$ cat config.mk
export PLATFORM = sky130hd
export DESIGN_NAME = i_set_waveform_gen
export DESIGN_NICKNAME = d
export VERILOG_FILES = /design/src/rtl/i_set_waveform_gen_pkg.sv /design/src/rtl/i_set_waveform_gen_seq_div.sv /design/src/rtl/i_set_waveform_gen.sv
export SDC_FILE = /design/constraint.sdc
export NUM_CORES = 1
export LEC_CHECK = 0
export BUFFER_PORTS_ARGS = -buffer_cell sky130_fd_sc_hd__buf_2
export CORE_MARGIN = 10
export CORE_UTILIZATION = 45
export DETAILED_ROUTE_END_ITERATION = 12
export SETUP_SLACK_MARGIN = 0.02
export SLEW_MARGIN = 5
export SYNTH_ARGS = -nofsm -noshare
export SYNTH_HDL_FRONTEND = slang
export SYNTH_HIERARCHICAL = 1
export SYNTH_SLANG_ARGS = --single-unit
export TNS_END_PERCENT = 50
$ cat constraint.sdc
create_clock -name clk -period 11.8 [get_ports clk]
set_clock_uncertainty 0.2 [all_clocks]
set_input_delay 2.36 -clock clk [delete_from_list [all_inputs] [get_ports clk]]
set_output_delay 2.36 -clock clk [all_outputs]
set_load 0.02 [all_outputs]
$ cat src/rtl/i_set_waveform_gen_pkg.sv
// Shared definitions for the discharge-current waveform generator.
// ISET_TRAPEZOID_EN enables the trapezoid code (0x2004).
package i_set_waveform_gen_pkg;

    localparam int IW_DEF   = 16;
    localparam int TW_DEF   = 32;
    localparam int FRAC_DEF = 16;

    localparam logic [15:0] WF_RECT     = 16'h2001;
    localparam logic [15:0] WF_RECT_ALT = 16'h6001;
    localparam logic [15:0] WF_TRI      = 16'h2002;
    localparam logic [15:0] WF_TRAP     = 16'h2004;

    typedef enum logic [2:0] {
        ST_IDLE = 3'd0,
        ST_CALC = 3'd1,
        ST_RISE = 3'd2,
        ST_HOLD = 3'd3,
        ST_FALL = 3'd4
    } state_t;

    function automatic logic is_supported(input logic [15:0] code);
        logic ok;
        case (code)
            WF_RECT, WF_RECT_ALT, WF_TRI: ok = 1'b1;
`ifdef ISET_TRAPEZOID_EN
            WF_TRAP:                      ok = 1'b1;
`endif
            default:                      ok = 1'b0;
        endcase
        return ok;
    endfunction

endpackage

$ cat src/rtl/i_set_waveform_gen_seq_div.sv
// Unsigned restoring divider, one quotient bit per clock, start/done handshake.
// The first bit is resolved on the start edge, so done pulses DW cycles after start.
module iset_seq_div
    import i_set_waveform_gen_pkg::*;
#(
    parameter int DW = 32,
    parameter int VW = 32
) (
    input  logic          clk,
    input  logic          rst_n,
    input  logic          start,
    input  logic [DW-1:0] dividend,
    input  logic [VW-1:0] divisor,
    output logic [DW-1:0] quotient,
    output logic          done
);

    localparam int CW = $clog2(DW + 1);

    logic [VW-1:0] rem_r;
    logic [DW-1:0] quo_r;
    logic [VW-1:0] dvs_r;
    logic [CW-1:0] cnt_r;
    logic          done_r;
    logic [VW-1:0] rem_n_s;
    logic [DW-1:0] quo_n_s;

    function automatic logic [VW+DW-1:0] div_step(input logic [VW-1:0] rem,
                                                  input logic [DW-1:0] quo,
                                                  input logic [VW-1:0] dvs);
        logic [VW:0] sh;
        logic [VW+DW-1:0] res;
        sh = {rem, quo[DW-1]};
        if (sh >= {1'b0, dvs}) begin
            res = {sh[VW-1:0] - dvs, quo[DW-2:0], 1'b1};
        end else begin
            res = {sh[VW-1:0], quo[DW-2:0], 1'b0};
        end
        return res;
    endfunction

    // One restoring step, seeded from the operands on start.
    always_comb begin
        if (start) begin
            {rem_n_s, quo_n_s} = div_step({VW{1'b0}}, dividend, divisor);
        end else begin
            {rem_n_s, quo_n_s} = div_step(rem_r, quo_r, dvs_r);
        end
    end

    // Iteration counter and partial remainder/quotient registers.
    always_ff @(posedge clk or negedge rst_n) begin
        if (!rst_n) begin
            rem_r  <= {VW{1'b0}};
            quo_r  <= {DW{1'b0}};
            dvs_r  <= {VW{1'b0}};
            cnt_r  <= {CW{1'b0}};
            done_r <= 1'b0;
        end else if (start) begin
            rem_r  <= rem_n_s;
            quo_r  <= quo_n_s;
            dvs_r  <= divisor;
            cnt_r  <= CW'(DW - 1);
            done_r <= (DW == 1);
        end else if (cnt_r != {CW{1'b0}}) begin
            rem_r  <= rem_n_s;
            quo_r  <= quo_n_s;
            cnt_r  <= cnt_r - {{(CW-1){1'b0}}, 1'b1};
            done_r <= (cnt_r == {{(CW-1){1'b0}}, 1'b1});
        end else begin
            done_r <= 1'b0;
        end
    end

    assign quotient = quo_r;
    assign done     = done_r;

endmodule

$ cat src/rtl/i_set_waveform_gen.sv
// Current-setpoint waveform generator: rectangle, triangle and (with
// ISET_TRAPEZOID_EN defined) trapezoid pulses built from RISE/HOLD/FALL phases.
module i_set_waveform_gen
    import i_set_waveform_gen_pkg::*;
#(
    parameter int IW   = IW_DEF,
    parameter int TW   = TW_DEF,
    parameter int FRAC = FRAC_DEF
) (
    input  logic          clk,
    input  logic          rst_n,
    input  logic          start,
    input  logic          abort,
    input  logic [15:0]   waveform,
    input  logic [IW-1:0] Ip,
    input  logic [TW-1:0] Ton_timer,
    input  logic [TW-1:0] Tramp,
    output logic [IW-1:0] i_set,
    output logic          busy,
    output logic          done,
    output logic          bad_mode
);

    localparam int DW = IW + FRAC;
    localparam logic [TW-1:0] T_ZERO = {TW{1'b0}};
    localparam logic [TW-1:0] T_ONE  = {{(TW-1){1'b0}}, 1'b1};
    localparam logic [DW-1:0] D_ZERO = {DW{1'b0}};
    localparam logic [IW-1:0] I_ZERO = {IW{1'b0}};

    state_t        state_r;
    logic [IW-1:0] i_set_r;
    logic          busy_r;
    logic          done_r;
    logic          bad_mode_r;
    logic [DW-1:0] acc_r;
    logic [DW-1:0] step_r;
    logic [TW-1:0] timer_r;
    logic [IW-1:0] ip_r;
    logic [TW-1:0] rise_r;
    logic [TW-1:0] hold_r;
    logic [TW-1:0] fall_r;

    logic [TW-1:0] rise_s;
    logic [TW-1:0] hold_s;
    logic [TW-1:0] fall_s;
    logic          sup_s;
    logic          div_start_s;
    logic          div_done_s;
    logic [DW-1:0] quot_s;
    logic [DW-1:0] ip_fix_s;
    logic [DW-1:0] acc_up_s;
    logic [DW-1:0] acc_dn_s;
    logic [DW-1:0] fall_first_s;

`ifndef ISET_TRAPEZOID_EN
    logic [TW-1:0] unused_tramp_s;
    assign unused_tramp_s = Tramp;
`endif

    // Phase lengths for the code currently on the inputs.
    always_comb begin
        rise_s = T_ZERO;
        hold_s = T_ZERO;
        fall_s = T_ZERO;
        case (waveform)
            WF_RECT, WF_RECT_ALT: hold_s = Ton_timer;
            WF_TRI: begin
                rise_s = Ton_timer >> 1;
                fall_s = Ton_timer - (Ton_timer >> 1);
            end
`ifdef ISET_TRAPEZOID_EN
            WF_TRAP: begin
                if ({Tramp, 1'b0} >= {1'b0, Ton_timer}) begin
                    rise_s = Ton_timer >> 1;
                    fall_s = Ton_timer - (Ton_timer >> 1);
                end else begin
                    rise_s = Tramp;
                    hold_s = Ton_timer - {Tramp[TW-2:0], 1'b0};
                    fall_s = Tramp;
                end
            end
`endif
            default: hold_s = T_ZERO;
        endcase
    end

    assign sup_s        = is_supported(waveform);
    assign div_start_s  = (state_r == ST_IDLE) && start && !abort && sup_s && (rise_s != T_ZERO);
    assign ip_fix_s     = {ip_r, {FRAC{1'b0}}};
    assign acc_up_s     = acc_r + step_r;
    assign acc_dn_s     = (acc_r >= step_r) ? (acc_r - step_r) : D_ZERO;
    assign fall_first_s = (ip_fix_s >= step_r) ? (ip_fix_s - step_r) : D_ZERO;

    iset_seq_div #(
        .DW (DW),
        .VW (TW)
    ) u_div (
        .clk      (clk),
        .rst_n    (rst_n),
        .start    (div_start_s),
        .dividend ({Ip, {FRAC{1'b0}}}),
        .divisor  (rise_s),
        .quotient (quot_s),
        .done     (div_done_s)
    );

    // Pulse sequencer; timer_r holds the cycles left in the current phase minus one.
    always_ff @(posedge clk or negedge rst_n) begin
        if (!rst_n) begin
            state_r    <= ST_IDLE;
            i_set_r    <= I_ZERO;
            busy_r     <= 1'b0;
            done_r     <= 1'b0;
            bad_mode_r <= 1'b0;
            acc_r      <= D_ZERO;
            step_r     <= D_ZERO;
            timer_r    <= T_ZERO;
            ip_r       <= I_ZERO;
            rise_r     <= T_ZERO;
            hold_r     <= T_ZERO;
            fall_r     <= T_ZERO;
        end else begin
            done_r     <= 1'b0;
            bad_mode_r <= 1'b0;
            if (abort) begin
                state_r <= ST_IDLE;
                i_set_r <= I_ZERO;
                busy_r  <= 1'b0;
                acc_r   <= D_ZERO;
                timer_r <= T_ZERO;
            end else begin
                case (state_r)
                    ST_IDLE: begin
                        if (start && !sup_s) begin
                            bad_mode_r <= 1'b1;
                        end else if (start) begin
                            ip_r   <= Ip;
                            rise_r <= rise_s;
                            hold_r <= hold_s;
                            fall_r <= fall_s;
                            step_r <= D_ZERO;
                            acc_r  <= D_ZERO;
                            if (rise_s != T_ZERO) begin
                                state_r <= ST_CALC;
                                busy_r  <= 1'b1;
                            end else if (hold_s != T_ZERO) begin
                                state_r <= ST_HOLD;
                                busy_r  <= 1'b1;
                                i_set_r <= Ip;
                                timer_r <= hold_s - T_ONE;
                            end else if (fall_s != T_ZERO) begin
                                state_r <= ST_FALL;
                                busy_r  <= 1'b1;
                                acc_r   <= {Ip, {FRAC{1'b0}}};
                                i_set_r <= (fall_s == T_ONE) ? I_ZERO : Ip;
                                timer_r <= fall_s - T_ONE;
                            end else begin
                                done_r <= 1'b1;
                            end
                        end
                    end
                    ST_CALC: begin
                        if (div_done_s) begin
                            step_r  <= quot_s;
                            state_r <= ST_RISE;
                            timer_r <= rise_r - T_ONE;
                            if (rise_r == T_ONE) begin
                                acc_r   <= ip_fix_s;
                                i_set_r <= ip_r;
                            end else begin
                                acc_r   <= quot_s;
                                i_set_r <= quot_s[DW-1:FRAC];
                            end
                        end
                    end
                    ST_RISE: begin
                        if (timer_r != T_ZERO) begin
                            timer_r <= timer_r - T_ONE;
                            // Final rise step lands exactly on Ip regardless of step rounding.
                            if (timer_r == T_ONE) begin
                                acc_r   <= ip_fix_s;
                                i_set_r <= ip_r;
                            end else begin
                                acc_r   <= acc_up_s;
                                i_set_r <= acc_up_s[DW-1:FRAC];
                            end
                        end else if (hold_r != T_ZERO) begin
                            state_r <= ST_HOLD;
                            i_set_r <= ip_r;
                            timer_r <= hold_r - T_ONE;
                        end else if (fall_r != T_ZERO) begin
                            state_r <= ST_FALL;
                            timer_r <= fall_r - T_ONE;
                            acc_r   <= (fall_r == T_ONE) ? D_ZERO : fall_first_s;
                            i_set_r <= (fall_r == T_ONE) ? I_ZERO : fall_first_s[DW-1:FRAC];
                        end else begin
                            state_r <= ST_IDLE;
                            busy_r  <= 1'b0;
                            done_r  <= 1'b1;
                            i_set_r <= I_ZERO;
                            acc_r   <= D_ZERO;
                        end
                    end
                    ST_HOLD: begin
                        if (timer_r != T_ZERO) begin
                            timer_r <= timer_r - T_ONE;
                        end else if (fall_r != T_ZERO) begin
                            state_r <= ST_FALL;
                            timer_r <= fall_r - T_ONE;
                            acc_r   <= (fall_r == T_ONE) ? D_ZERO : fall_first_s;
                            i_set_r <= (fall_r == T_ONE) ? I_ZERO : fall_first_s[DW-1:FRAC];
                        end else begin
                            state_r <= ST_IDLE;
                            busy_r  <= 1'b0;
                            done_r  <= 1'b1;
                            i_set_r <= I_ZERO;
                            acc_r   <= D_ZERO;
                        end
                    end
                    ST_FALL: begin
                        if (timer_r != T_ZERO) begin
                            timer_r <= timer_r - T_ONE;
                            if (timer_r == T_ONE) begin
                                acc_r   <= D_ZERO;
                                i_set_r <= I_ZERO;
                            end else begin
                                acc_r   <= acc_dn_s;
                                i_set_r <= acc_dn_s[DW-1:FRAC];
                            end
                        end else begin
                            state_r <= ST_IDLE;
                            busy_r  <= 1'b0;
                            done_r  <= 1'b1;
                            i_set_r <= I_ZERO;
                            acc_r   <= D_ZERO;
                        end
                    end
                    default: begin
                        state_r <= ST_IDLE;
                        busy_r  <= 1'b0;
                        i_set_r <= I_ZERO;
                        acc_r   <= D_ZERO;
                    end
                endcase
            end
        end
    end

    assign i_set    = i_set_r;
    assign busy     = busy_r;
    assign done     = done_r;
    assign bad_mode = bad_mode_r;

endmodule

* Word level (Yosys, flattened, before mapping)
Index checks and enable logic that the tools add are counted.
** Operators by class
- Add/subtract/negate cells :: 13
- Bitwise operators :: 2
- $lt $le $gt $ge :: 4
- Muxes and demuxes :: 110
- Reduce and logical (&&, ||, !) cells :: 27
- Eq/ne operators :: 28
** Operators by type and width (number)
- two-way mux 32 bit :: 41
- one-hot mux 32 bit (5 select lines) :: 2
- two-way mux 16 bit :: 17
- nonzero test 32 bit :: 6
- subtractor 32 x 1 -> 32 bit (second input constant) :: 6
- equality test 32 x 1 -> 1 bit (second input constant) :: 4
- two-way mux 64 bit :: 2
- subtractor 32 bit :: 3
- one-hot mux 16 bit (5 select lines) :: 1
- >= comparator 32 bit :: 2
- one-hot mux 32 bit (2 select lines) :: 1
- two-way mux 3 bit :: 12
- >= comparator 33 x 32 -> 1 bit :: 1
- adder 32 bit :: 1
- equality test 16 x 14 -> 1 bit (second input constant) :: 2
- subtractor 1 x 31 -> 32 bit :: 1
- subtractor 32 x 31 -> 32 bit :: 1
- >= comparator 1 x 31 -> 1 bit :: 1
- two-way mux 31 bit :: 1
- two-way mux 1 bit :: 28
- inequality test 3 bit (second input constant) :: 8
- equality test 16 x 15 -> 1 bit (second input constant) :: 1
- one-hot mux 3 bit (5 select lines) :: 1
- AND reduction 7 bit :: 2
- other kinds (26) :: 39
** Storage, ports and cells
- Flip-flop bits (word level) :: 333
- Input bits :: 100
- Output and inout port bits :: 19
- Logic and storage cells :: 201

* Longest topological paths before layout
- Depth in word-level cells :: 11
- Gate-level depth with buffers :: 21
- Gate-level depth less buffers :: 15

* Modules after synthesis
The synthesis kept the hierarchy.
** Modules (own cells, without submodules)
- i_set_waveform_gen :: sequential area each 5730.5 um^2, area an instance 22892.0 um^2, cells each 3051, times used 1
- iset_seq_div :: sequential area each 2577.5 um^2, area an instance 6662.6 um^2, cells each 774, times used 1

* Worst setup path before layout
Ideal clock, no wire load.
- Path kind :: input-to-reg
- From :: in waveform[3]
- To :: reg timer_r[29]
- Stages on the path :: 20
- Library setup time :: 0.076 ns
- Arrival time :: 6.687 ns
- Required time :: 11.524 ns
- Setup slack :: 4.836 ns
- Path buffers :: 9
- Cell sequence :: nor4_1 nand4_1 nor4b_1 clkbuf_1 clkbuf_1 clkbuf_1 buf_1 clkbuf_1 nand2_1 ha_1 clkbuf_1 o211a_1 and3_1 clkbuf_1 and2_1 clkbuf_1 a31o_1 buf_6 or4_1 o21ai_1
** On the way
- Word-level cells in the longest chain between the ends :: 10
- Elaborated cells between the ends (all ways) :: 27
- Classes of those cells :: add/sub: 2; eq/ne: 6; mux: 11; reduce/logical: 8
** Ends and longest elaborated chain
- start, declared :: RTL line i_set_waveform_gen.sv:14 : input logic [15:0] waveform,
- equality test 16 x 14 -> 1 bit or equality test 16 x 15 -> 1 bit (tied branches) :: RTL line i_set_waveform_gen_pkg.sv:24, i_set_waveform_gen.sv:65
- two-way mux 32 bit or OR reduction 2 bit (tied branches) :: RTL line i_set_waveform_gen.sv:65 : case (waveform)
- subtractor 32 x 1 -> 32 bit or two-way mux 32 bit (tied branches) :: RTL line i_set_waveform_gen.sv:156, i_set_waveform_gen.sv:65
- two-way mux 32 bit (tied with other cells) :: RTL line i_set_waveform_gen.sv:151 : end else if (fall_s != T_ZERO) begin
- two-way mux 32 bit :: RTL line i_set_waveform_gen.sv:146 : end else if (hold_s != T_ZERO) begin
- two-way mux 32 bit :: RTL line i_set_waveform_gen.sv:143 : if (rise_s != T_ZERO) begin
- two-way mux 32 bit :: RTL line i_set_waveform_gen.sv:136 : end else if (start) begin
- two-way mux 32 bit :: RTL line i_set_waveform_gen.sv:134 : if (start && !sup_s) begin
- one-hot mux 32 bit (5 select lines) :: RTL line i_set_waveform_gen.sv:132 : case (state_r)
- two-way mux 32 bit :: RTL line i_set_waveform_gen.sv:125 : if (abort) begin
- end signal, assigned :: RTL line i_set_waveform_gen.sv:150 : timer_r <= hold_s - T_ONE;
- end signal, assigned :: RTL line i_set_waveform_gen.sv:156 : timer_r <= fall_s - T_ONE;
- end signal, assigned :: RTL line i_set_waveform_gen.sv:166 : timer_r <= rise_r - T_ONE;
- end, declared :: RTL line i_set_waveform_gen.sv:37 : logic [TW-1:0] timer_r;
Parallel ways exist; a longest one is shown, timed or not. The select of a mux whose other input is x is not followed.
A chain may end at the register's enable or synchronous reset.

* Worst setup path in the final report
- From :: in Ton_timer[9]
- To :: reg i_set_r[2], in the netlist i_set[2]
** On the way
- Word-level cells in the longest chain between the ends :: 11
- Elaborated cells between the ends (all ways) :: 19
- Classes of those cells :: add/sub: 1; eq/ne: 3; mux: 11; reduce/logical: 4
** Ends and longest elaborated chain
- start, declared :: RTL line i_set_waveform_gen.sv:16 : input logic [TW-1:0] Ton_timer,
- subtractor 32 x 31 -> 32 bit :: RTL line i_set_waveform_gen.sv:69 : fall_s = Ton_timer - (Ton_timer >> 1);
- two-way mux 32 bit :: RTL line i_set_waveform_gen.sv:65
- equality test 32 x 1 -> 1 bit :: RTL line i_set_waveform_gen.sv:155 : i_set_r <= (fall_s == T_ONE) ? I_ZERO : Ip;
- two-way mux 16 bit :: RTL line i_set_waveform_gen.sv:155
- two-way mux 16 bit :: RTL line i_set_waveform_gen.sv:151
- two-way mux 16 bit :: RTL line i_set_waveform_gen.sv:146
- two-way mux 16 bit :: RTL line i_set_waveform_gen.sv:143
- two-way mux 16 bit :: RTL line i_set_waveform_gen.sv:136
- two-way mux 16 bit :: RTL line i_set_waveform_gen.sv:134
- one-hot mux 16 bit (5 select lines) :: RTL line i_set_waveform_gen.sv:132
- two-way mux 16 bit :: RTL line i_set_waveform_gen.sv:125
- end signal, assigned :: RTL line i_set_waveform_gen.sv:149 : i_set_r <= Ip;
- end signal, assigned :: RTL line i_set_waveform_gen.sv:155
- end signal, assigned :: RTL line i_set_waveform_gen.sv:169 : i_set_r <= ip_r;
- end, declared :: RTL line i_set_waveform_gen.sv:31 : logic [IW-1:0] i_set_r;
Parallel ways exist; a longest one is shown, timed or not. The select of a mux whose other input is x is not followed.

==> run_results.csv <==
group,metric,value,unit
synth,ys_seq_elements,332,
pwr,power_density,92.3,mW/mm2
pwr,p_leak,13.8,nW
clock_network,clk_path_buf_depth,3,
synth,synth_mux_area_share,3.25,%
run,maxCapViolCount,0,
clock_network,cts_resized,0,
placement,post-dp-hpwl,82800,um
timing,timing.setup.tns,0,ns
die,initial_utilization,45.7,%
synth,syn_inst,3825,
global_routing,grt_pass1_wl,173000,um
timing,finalSetupViolCount,0,
die,io_pins,119,
timing,worst_pin_slew,1.19,ns
synth,synth_top_family_by_area,"compound AO/OA/AOI/OAI gates",
clock_network,cts_tree,"yes",
synth,synth_area_leader_cell,"dfrtp_1",
global_routing,overflow,0,
finish,layout-drive-gt1-share,7.40,%
critical_path,cp_top_family,"compound AO/OA/AOI/OAI gates",
timing,hold_viol_final,0,
die,fp.dieH,276,um
clock_network,post-cts-setup-buffers,0,
drt,firstDrtPassIters,6,
placement,portBuffers,86,
synth,ys_types,95,
critical_path,slowest_stage,"o41ai_2",
synth,synth_edf_count,0,
clock_network,cts_buffers,43,
critical_path,path_cells,"buf_2 -> inv_1 -> ha_1 -> nand4_1 -> a211oi_2 -> nor2_1 -> o311a_1 -> or4_1 -> a311oi_2 -> o211ai_1 -> o41ai_2 -> a21oi_1 -> a221oi_1 -> o31ai_1",
placement,routabilityCongestion,0.948,
outcome,status,"complete, no violations",
critical_path,path_buf_inv,2,
synth,synthesis.area,0.0296,mm2
clock_network,cts.sinks,332,
drt,wl_per_cell,24.1,um
synth,synth-seq-area-share,28.1,%
timing,final.min_clock_period,7.74,ns
drt,route.detailed.drc,0,
global_routing,grt.total_usage,28.3,%
finish,area_growth_syn_to_layout,8.77,%
synth,postSynthAreaPerCell,7.73,um2
pwr,vdd_drop_max,0.0885,mV
drt,vias,29900,
timing,relSlewSlack,19.9,%
synth,synth_compound_area_share,28.0,%
die,rows,93,
global_routing,grt_pass1_vias,28200,
finish,fin_nets,4069,
critical_path,crit_type,"in -> reg",
synth,ys.warnings.count,6,
finish,final_cells,4692,
die,dieArea,0.0763,mm2
clock_network,root_buffer,"clkbuf_16",
critical_path,cp.arrival,7.99,ns
critical_path,critical_path.startpoint_type,"input port",
synth,synthTopCellsByArea,"dfrtp_1, ha_1, nand2_1, o21ai_0, xnor2_1",
finish,final_cell_mix,"nand2_1, o21ai_0, dfrtp_1",
timing,rsz0062_at_grt,"no",
placement,dpl.cell_count,4616,
drt,detail-route-antenna-nets,0,
min_path,min_path_type,"reg -> reg",
finish,final_common_cell,"nand2_1",
global_routing,antenna_found_initial,0,
critical_path,max_stage_delay,0.91,ns
synth,async_flop_share,100,%
die,die_x,276,um
timing,fin_crit_sh,65.6,%
die,coreArea,0.0647,mm2
clock_network,htree_levels,2,
synth,yosys.area_share.simple,21.0,%
drt,drt_wl_total,113000,um
clock_network,clk_latency,0.60,ns
synth,synth_fa_ha_area_share,7.00,%
clock_network,hold_buffers,0,
global_routing,grt_max_degree,87,
timing,fmax,129,MHz
synth,synth_xor_area_share,7.29,%
critical_path,cp-end-kind,"flop",
synth,synth_flop_cell,"dfrtp_1",
clock_network,clk_pin_slew,0.06,ns
drt,drtIter0Drc,3146,
timing,drv_slew,0,
synth,yosys.area.top_type_share,28.1,%
drt,vias_per_cell,6.37,
critical_path,critPathMaxFanout,14,
critical_path,required,12.05,ns
-- flip-flops by register name, summed over array words and instances (netlist names) --
| name | count |
|---|---|
| bad_mode | 1 |
| timer_r | 32 |
| i_set | 16 |
| u_div/done | 1 |
| acc_r | 32 |
| u_div/rem_r | 32 |
| u_div/dvs_r | 32 |
| done | 1 |
| step_r | 32 |
| hold_r | 32 |
| rise_r | 31 |
| busy | 1 |
| ip_r | 16 |
| fall_r | 32 |
| u_div/quotient | 32 |
| state_r | 3 |
| u_div/cnt_r | 6 |
-- where the power goes --
part / internal (W) / switching [W]
Sequential: 0.00116 / 0.0000327
Combinational: 0.000149 / 0.000293
Clock: 0.000788 / 0.000542
Total: 0.00210 / 0.000867
-- final cells by class --
cell class / instances / area, um2
flip-flops and latches: 332 / 8310
clock inverters: 13 / 134
inverters: 174 / 653
clock buffers: 62 / 1270
well taps: 855 / 1070
repair buffers: 148 / 906
diodes: 1 / 2.50
fillers: 6557 / 32600
multi-input cells: 3107 / 19800
-- routing by layer --
metal | global-route usage [%] | part of all wire, % | vias to the layer above
met5 | 0 | 0 | -
met4 | 11.2 | 4.0 | 0
met3 | 4.16 | 7.6 | 240
met2 | 45.0 | 45 | 1284
met1 | 38.1 | 43 | 14400
li1 | - | - | 14000
-- worst min-delay path: stages, from the launching register on --
cell	delay (ns)
dfrtp_1	0.34
o21ai_1	0.06
o31ai_1	0.06
-- stage by stage --
stage               hold slack, ns  utilization, %  worst slack (ns)  instance area, um2  power (W)
floorplan                    0.250               -              4.84               29600    0.00149
global placement             0.274            47.5              3.72               30700    0.00165
detailed placement           0.279            47.5              3.69               30700    0.00165
CTS                          0.293            49.7              4.31               32100    0.00298
global route                 0.326            49.7              3.83               32100    0.00308
finish                       0.290            49.7              4.06               32100    0.00297
-- Yosys cell counts (all sizes together), types with 13 or more instances --
cell and number:
nor2 292, a211oi 49, or4 41, mux2i 87, o31ai 62, nand2b 38
xnor2 168, inv 173, dfrtp 332, or3 37, o22ai 42, o21bai 18
clkbuf 191, and3 29, nand4 40, nor3 95, a221o 13, nor4 62
ha 159, a221oi 24, o211ai 44, o41ai 22, a21o 50, o21a 17
buf 38, nand2 506, nand3 76, nor2b 23, a31oi 37, a21oi 275
o221ai 40, a22o 73, xor2 78, o21ai 369, and2 28
-- kinds of logic after synthesis --
| group | count (synthesis) |
|---|---|
| compound gates | 1264 |
| xor+xnor | 246 |
| fa+ha+maj | 163 |
| buf+inv | 403 |
| flops | 332 |
| mux | 95 |
| other cells | 1 |
| simple gates | 1321 |
-- path summary, 6_finish.rpt --
check	from	cells after the start	end	slack, ns
worst max-delay path	Ton_timer[9]	14	i_set[2]$_DFFE_PN0P_	4.06
worst max register to register	hold_r[4]$_DFFE_PN0P_	11	timer_r[31]$_DFFE_PN0P_	6.54
min in group asynchronous	rst_n	1	u_div/rem_r[17]$_DFFE_PN0P_	1.53
worst min register to register	i_set[6]$_DFFE_PN0P_	2	i_set[6]$_DFFE_PN0P_	0.29
max in group asynchronous	rst_n	3	hold_r[29]$_DFFE_PN0P_	7.57
worst min-delay path	i_set[6]$_DFFE_PN0P_	2	i_set[6]$_DFFE_PN0P_	0.29
No activity file was read; power rests on OpenSTA's default activity.
